<file path="config.mk">
export PLATFORM = sky130hd
export DESIGN_NAME = vga_line_fetch
export DESIGN_NICKNAME = d
export VERILOG_FILES = /design/src/rtl/vga_pkg.sv /design/src/rtl/vga_line_ram.sv /design/src/rtl/vga_line_fetch.sv
export SDC_FILE = /design/constraint.sdc
export NUM_CORES = 2
export LEC_CHECK = 0
export BUFFER_PORTS_ARGS = -buffer_cell sky130_fd_sc_hd__buf_2
export CAP_MARGIN = 0
export CORE_ASPECT_RATIO = 1.4
export CORE_MARGIN = 10
export CORE_UTILIZATION = 40
export CTS_CLUSTER_DIAMETER = 60
export DETAILED_ROUTE_END_ITERATION = 7
export PLACE_DENSITY = 0.59
export SKIP_CTS_REPAIR_TIMING = 1
export SYNTH_ARGS = -nofsm -noshare
export SYNTH_HDL_FRONTEND = slang
export SYNTH_SLANG_ARGS = --single-unit
</file>
<file path="constraint.sdc">
create_clock -name clk -period 4.8 [get_ports clk]
set_input_delay 0.96 -clock clk [delete_from_list [all_inputs] [get_ports clk]]
set_output_delay 0.96 -clock clk [all_outputs]
set_load 0.02 [all_outputs]
</file>
<file path="src/rtl/vga_pkg.sv">
// ---------------------------------------------------------------------------
// vga_pkg
// Shared definitions for the VGA line-fetch pixel stage.
//   - Video timing constants for 640x480 @ 800x525 total.
//   - Fetch state machine encoding (IDLE / FETCH / DRAIN).
//   - word_count(): number of 32-bit words holding one framebuffer line.
// ---------------------------------------------------------------------------
package vga_pkg;

    localparam int H_ACTIVE = 640;
    localparam int H_TOTAL  = 800;
    localparam int V_ACTIVE = 480;
    localparam int V_TOTAL  = 525;

    typedef enum logic [1:0] {
        IDLE  = 2'd0,
        FETCH = 2'd1,
        DRAIN = 2'd2
    } fetch_state_t;

    // Four one-byte pixels are packed into each 32-bit memory word.
    function automatic int word_count(input int fb_w);
        return fb_w / 4;
    endfunction

endpackage

</file>
<file path="src/rtl/vga_line_ram.sv">
// ---------------------------------------------------------------------------
// vga_line_ram
// Ping-pong line buffer: two banks of 2**AW 32-bit words, one write port and
// one registered read port. Both addresses are {bank, word}.
// Ports:
//   clk    - pixel clock
//   we     - write enable
//   waddr  - write address {bank, word}
//   wdata  - write data
//   raddr  - read address {bank, word}
//   rdata  - read data, valid one clock after raddr
// The array has no reset; its contents survive a reset of the fetch logic.
// ---------------------------------------------------------------------------
module vga_line_ram #(
    parameter int AW = 6
) (
    input  logic          clk,
    input  logic          we,
    input  logic [AW:0]   waddr,
    input  logic [31:0]   wdata,
    input  logic [AW:0]   raddr,
    output logic [31:0]   rdata
);

    logic [31:0] mem [0:(2**(AW+1))-1];

    always_ff @(posedge clk) begin
        if (we) begin
            mem[waddr] <= wdata;
        end
        rdata <= mem[raddr];
    end

endmodule

</file>
<file path="src/rtl/vga_line_fetch.sv">
// ---------------------------------------------------------------------------
// vga_line_fetch
// Pixel stage between the VGA timing generator and the RGB pins. During
// horizontal blanking it prefetches the next framebuffer line from the video
// memory port into one bank of a ping-pong line buffer, while the other bank
// is replayed SCALE times with SCALE-fold pixel replication. Colour, sync and
// display-area outputs all lag the timing inputs by exactly two clocks.
//
// Ports:
//   clk, reset          - pixel clock, asynchronous active-low reset
//   hcount, vcount      - current column / line from the timing generator
//   da_in, hs_in, vs_in - display area, hsync (low), vsync (low)
//   mem_req, mem_addr   - read request and word-aligned byte address
//   mem_gnt, mem_data   - grant this cycle; data the cycle after a grant
//   rgb                 - pixel byte (RRGGBB in 5:0), 0 outside display area
//   da_out, hs_out, vs_out - inputs delayed two clocks
//   underrun            - sticky: a fetch did not finish within its line
//
// Optional feature (macro VGA_TESTPAT_EN): adds input testpat; when high the
// visible pixels show vertical colour bars {2'b00, hcount[9:4]} instead of
// buffer contents. The fetch machine is unaffected.
// ---------------------------------------------------------------------------
module vga_line_fetch #(
    parameter logic [31:0] FB_BASE  = 32'h200,
    parameter int          FB_W     = 160,
    parameter int          FB_H     = 120,
    parameter int          SCALE    = 4,
    parameter int          H_ACTIVE = vga_pkg::H_ACTIVE,
    parameter int          H_TOTAL  = vga_pkg::H_TOTAL,
    parameter int          V_TOTAL  = vga_pkg::V_TOTAL
) (
    input  logic        clk,
    input  logic        reset,
    input  logic [9:0]  hcount,
    input  logic [9:0]  vcount,
    input  logic        da_in,
    input  logic        hs_in,
    input  logic        vs_in,
`ifdef VGA_TESTPAT_EN
    input  logic        testpat,
`endif
    output logic        mem_req,
    output logic [31:0] mem_addr,
    input  logic        mem_gnt,
    input  logic [31:0] mem_data,
    output logic [7:0]  rgb,
    output logic        da_out,
    output logic        hs_out,
    output logic        vs_out,
    output logic        underrun
);

    import vga_pkg::*;

    localparam int              WC          = word_count(FB_W);
    localparam int              AW          = $clog2(WC);
    localparam logic [9:0]      SCALE_V     = 10'(SCALE);
    localparam logic [9:0]      TRIG_H      = 10'(H_ACTIVE);
    localparam logic [9:0]      LAST_H      = 10'(H_TOTAL - 1);
    localparam logic [9:0]      LAST_V      = 10'(V_TOTAL - 1);
    localparam logic [9:0]      LAST_TRIG_V = 10'(FB_H * SCALE - SCALE);
    localparam logic [AW-1:0]   LAST_K      = AW'(WC - 1);
    localparam logic [31:0]     LINE_BYTES  = 32'(FB_W);

    fetch_state_t  state;
    logic [AW-1:0] k;
    logic          fetch_bank;

    logic [9:0]    fb_y;
    logic          trig_line;
    logic          trig_wrap;
    logic          trigger;
    logic [9:0]    next_target;
    logic [31:0]   next_base;

    logic          cap_valid;
    logic [AW-1:0] cap_word;
    logic          cap_bank;

    logic [9:0]    hpix;
    logic [AW:0]   raddr;
    logic [31:0]   rd_data;
    logic [1:0]    sel_d1;
    logic          da_d1;
    logic          hs_d1;
    logic          vs_d1;
    logic [7:0]    pix_byte;
`ifdef VGA_TESTPAT_EN
    logic          testpat_d1;
    logic [5:0]    bar_d1;
`endif

    // The fetch for framebuffer line n+1 starts at the end of the last
    // replayed copy of line n; the last line of the frame preloads line 0
    // so the next frame's first visible line is already buffered.
    always_comb begin
        fb_y        = vcount / SCALE_V;
        trig_line   = (vcount < LAST_TRIG_V) && ((vcount % SCALE_V) == (SCALE_V - 10'd1));
        trig_wrap   = (vcount == LAST_V);
        trigger     = (hcount == TRIG_H) && (trig_line || trig_wrap);
        next_target = trig_wrap ? 10'd0 : (fb_y + 10'd1);
        next_base   = FB_BASE + (32'(next_target) * LINE_BYTES);
    end

    // Fetch FSM. The address advances only on a grant, so a stalled request
    // keeps a stable address. Running into the last column of the line with
    // a fetch still open abandons it and latches underrun; the bank is then
    // left partly stale, which is preferable to tearing the next line.
    always_ff @(posedge clk or negedge reset) begin
        if (!reset) begin
            state      <= IDLE;
            k          <= '0;
            fetch_bank <= 1'b0;
            mem_req    <= 1'b0;
            mem_addr   <= '0;
            underrun   <= 1'b0;
        end else if ((state != IDLE) && (hcount == LAST_H)) begin
            underrun   <= 1'b1;
            mem_req    <= 1'b0;
            state      <= IDLE;
            k          <= '0;
        end else begin
            case (state)
                IDLE: begin
                    if (trigger) begin
                        state      <= FETCH;
                        fetch_bank <= next_target[0];
                        mem_req    <= 1'b1;
                        mem_addr   <= next_base;
                        k          <= '0;
                    end
                end
                FETCH: begin
                    if (mem_gnt) begin
                        if (k == LAST_K) begin
                            state   <= DRAIN;
                            mem_req <= 1'b0;
                        end else begin
                            k        <= k + AW'(1);
                            mem_addr <= mem_addr + 32'd4;
                        end
                    end
                end
                DRAIN: begin
                    state <= IDLE;
                    k     <= '0;
                end
                default: begin
                    state <= IDLE;
                end
            endcase
        end
    end

    // Memory data arrives one cycle after its grant, so the word index and
    // bank are carried forward one cycle to land the write on the right slot.
    always_ff @(posedge clk or negedge reset) begin
        if (!reset) begin
            cap_valid <= 1'b0;
            cap_word  <= '0;
            cap_bank  <= 1'b0;
        end else begin
            cap_valid <= mem_req && mem_gnt;
            cap_word  <= k;
            cap_bank  <= fetch_bank;
        end
    end

    // Each buffered pixel covers SCALE columns; four pixels share a word.
    always_comb begin
        hpix  = hcount / SCALE_V;
        raddr = {fb_y[0], AW'(hpix >> 2)};
    end

    vga_line_ram #(
        .AW(AW)
    ) u_line_ram (
        .clk   (clk),
        .we    (cap_valid),
        .waddr ({cap_bank, cap_word}),
        .wdata (mem_data),
        .raddr (raddr),
        .rdata (rd_data)
    );

    // Stage 1: the RAM read is in flight; the byte lane and timing signals
    // are registered alongside so they line up with rd_data.
    always_ff @(posedge clk or negedge reset) begin
        if (!reset) begin
            sel_d1     <= 2'd0;
            da_d1      <= 1'b0;
            hs_d1      <= 1'b1;
            vs_d1      <= 1'b1;
`ifdef VGA_TESTPAT_EN
            testpat_d1 <= 1'b0;
            bar_d1     <= 6'd0;
`endif
        end else begin
            sel_d1     <= hpix[1:0];
            da_d1      <= da_in;
            hs_d1      <= hs_in;
            vs_d1      <= vs_in;
`ifdef VGA_TESTPAT_EN
            testpat_d1 <= testpat;
            bar_d1     <= hcount[9:4];
`endif
        end
    end

    // Byte 0 of a word is the lowest framebuffer address, i.e. leftmost pixel.
    always_comb begin
        pix_byte = 8'h00;
        case (sel_d1)
            2'd0: pix_byte = rd_data[7:0];
            2'd1: pix_byte = rd_data[15:8];
            2'd2: pix_byte = rd_data[23:16];
            2'd3: pix_byte = rd_data[31:24];
            default: pix_byte = 8'h00;
        endcase
    end

    // Stage 2: registered outputs; colour is blanked outside the display area.
    always_ff @(posedge clk or negedge reset) begin
        if (!reset) begin
            rgb    <= 8'h00;
            da_out <= 1'b0;
            hs_out <= 1'b1;
            vs_out <= 1'b1;
        end else begin
            da_out <= da_d1;
            hs_out <= hs_d1;
            vs_out <= vs_d1;
            if (!da_d1) begin
                rgb <= 8'h00;
            end else begin
`ifdef VGA_TESTPAT_EN
                rgb <= testpat_d1 ? {2'b00, bar_d1} : pix_byte;
`else
                rgb <= pix_byte;
`endif
            end
        end
    end

endmodule

</file>
==> reports/metrics.yaml <==
status: "finished with violations"
violations: "max-capacitance violations, max-slew violations"
io_buffers: 100
crit_fanout: 23
io_pins: 103
rsz0062_at_grt: "no"
grt_use_total: 0.214
synth-edff-count: 4096
grt_overflow: 0
finalSetupTns_ps: 0
reg2reg_slack_ps: 920
numCtsBuffers: 375
wire_per_inst_um: 34.8
setup_viol: 0
areaGrowthSynthToFinish_pct: 15.0
ys_types: 73
synthArstFlopShare: 0.0155
reg2reg_from: "cap_word[4]"
top_usage_layer: "met2"
path_class: "reg2reg"
die_y_um: 770
power_density_nw_per_um2: 403
required_ps: 5440
grt_pass1_wl_um: 650000
cts_tree: "yes"
use_met3: 0.0387
clk_path_buf_depth: 4
first_pass_iters: 6
clock_skew_ps: 63.9
hold-worst-slack_ps: 87.1
syn_inst: 7154
ys_ff_latch: 4193
die_x_um: 556
drt-vias-per-instance: 5.92
initial_core_util: 0.402
maxSlewViolCount: 12
first_iter_violations: 10800
grt_max_degree: 129
layout.nets: 7915
place.detailed.hpwl_um: 293000
gp_congestion: 0.953
cts.sinks: 4193
cts.htree.levels: 5
yosysTopAreaCell: "edfxtp_1"
max_freq_mhz: 257
irDropWorstVdd_v: 0.000269
worst_slew_pin_slew_ps: 1520
syn_area_um2: 161000
finalHoldViolations: 0
dieArea_um2: 428000
wirelength_um: 468000
first_global_vias: 81000
synth_top_area_frac: 0.765
period_share: 0.809
drive_gt1_frac: 0.306
synthFlopType: "edfxtp_1"
cp-start-kind: "flop"
clockRootBuffer: "clkbuf_16"
power_leakage_uw: 0.0583
clock_latency_ps: 960
rows: 275
syn_area_per_cell_um2: 22.5
yosysSeqAreaShare: 0.779
endpoint_kind: "flop"
synth_area_leaders: "edfxtp_1 (76%), mux4_2 (16%), mux2i_1 (1.1%)"
yosys_warnings: 0
reg2reg_depth: 4
antenna_found_initial: 49
r2r_end: "u_line_ram.mem[6][2]"
vias: 79600
fp.coreArea_um2: 401000
holdCritPathClass: "in2async"
clkTransAtPathRegs_ps: 70
cap_violations: 1
grt_use_met2: 0.362
antenna_left: 0
met1_usage: 0.262
cp.arrival_ps: 4520
period_needed_ps: 3880
route.detailed.drc: 0
slew_headroom: -0.0138
cell usage after synthesis, types with 16 or more instances:
cell type and instances:
a22oi_1 60, buf_2 122, o21ai_0 48, nor2b_1 18, and2_1 42, buf_4 39, edfxtp_1 4096, nand3_1 67
mux4_2 1117, mux2i_1 180, a221oi_1 16, buf_1 54, nor2_1 282, o221ai_1 18, o22ai_1 26, xnor2_1 16
a21oi_1 77, a211oi_1 28, dfrtp_1 61, o21bai_1 16, nand2_1 310, nor3_1 28, dfxtp_1 32, clkbuf_1 161
xor2_1 18, nand4_1 33, and3_1 22
routing by layer:
metal / routed length [µm] / vias to the layer above
met1: 167000 / 43400
met3: 36500 / 897
li1: - / 31600
met2: 236000 / 3732
met5: 134 / -
met4: 29300 / 20
how the worst max path moves through the flow:
stage,from,to,slack [ps],depth (start not counted)
finish,cap_word[4],u_line_ram.mem[6][2],920,4
global route,vcount[2],mem_addr[15],860,15
CTS,vcount[2],mem_addr[15],1150,15
detailed placement,vcount[2],mem_addr[15],180,15
global placement,vcount[2],mem_addr[15],120,15
floorplan,vcount[2],mem_addr[15],610,14
sequential cells by signal, summed over array words and instances (netlist names):
| name | count |
|---|---|
| state | 2 |
| vs_d1 | 1 |
| k | 6 |
| rgb | 8 |
| mem_addr | 30 |
| u_line_ram.rdata | 32 |
| fetch_bank | 1 |
| da_d1 | 1 |
| hs_d1 | 1 |
| cap_valid | 1 |
| hs_out | 1 |
| sel_d1 | 2 |
| u_line_ram.mem | 4096 |
| vs_out | 1 |
| cap_word | 6 |
| mem_req | 1 |
| underrun | 1 |
| da_out | 1 |
| cap_bank | 1 |
cells in the final DEF (no fill, tap or decap), types with 14 or more instances in the layout:
cell type,synthesis,layout
nand2_1,310,310
diode_2,0,39
o21bai_1,16,16
clkbuf_16,0,383
dfxtp_1,32,32
buf_2,122,62
nor2b_1,18,18
clkinv_1,0,60
nor2_4,0,119
edfxtp_1,4096,4096
a211oi_1,28,28
xnor2_1,16,16
xor2_1,18,18
mux4_2,1117,1117
and2_1,42,42
clkbuf_1,161,88
nand3_1,67,63
dfrtp_1,61,61
bufinv_16,0,38
and3_1,22,22
a21oi_1,77,77
o221ai_1,18,18
clkinv_2,0,69
buf_4,39,546
a22oi_1,60,60
nor4_1,15,15
a221oi_1,16,16
buf_12,0,77
nand4_1,33,33
o22ai_1,26,26
a2111oi_0,15,14
nor2_1,282,162
nor3_1,28,18
o21ai_0,48,37
mux2i_1,180,179
where the power goes:
part	total, µW	leakage, µW	switching (µW)	internal (µW)
combinational	4010	0.0144	2570	1440
sequential	40300	0.0379	70.0	40200
clock	30300	0.00593	13400	16900
total	74600	0.0583	16000	58600
worst max-delay path, cell delays in order (launching register included):
cell	delay [ps]
dfrtp_1	540
nor2_1	810
nand2_1	850
nor2_4	1000
buf_4	360
final cells by class:
type                            instances  area (µm²)
Antenna cell                           39        97.6
Fill cell                           33100      216000
Multi-Input combinational cell       2579       34800
Tap cell                             5263        6590
Clock buffer                          482       10100
Timing Repair Buffer                  688        6000
Clock inverter                        201        2100
Sequential cell                      4193      125000
Inverter                                6        30.0
per-stage QoR:
stage / total power, µW / area, µm² / worst slack [ps] / instances / utilization
2_1_floorplan: 42900 / 161000 / 607 / 7155 / -
3_3_place_gp: 45000 / 173000 / 122 / 12700 / 0.431
3_5_place_dp: 45100 / 173000 / 181 / 12700 / 0.431
4_1_cts: 75000 / 185000 / 1150 / 13400 / 0.462
5_1_grt: 76500 / 185000 / 857 / 13400 / 0.462
6_report: 74600 / 185000 / 915 / 13500 / 0.462
cell families after synthesis:
kind of cell	Yosys count	share of synthesized area
other	1	0.0000233
multiplexers	1298	0.168
AND/OR/NAND/NOR	860	0.0238
buffers and inverters	383	0.0108
flip-flops	4193	0.779
XOR/XNOR	34	0.00185
AO/OA/AOI/OAI	371	0.0159
adder cells (fa/ha/maj)	14	0.00114
No activity file was read; power rests on OpenSTA's default activity.
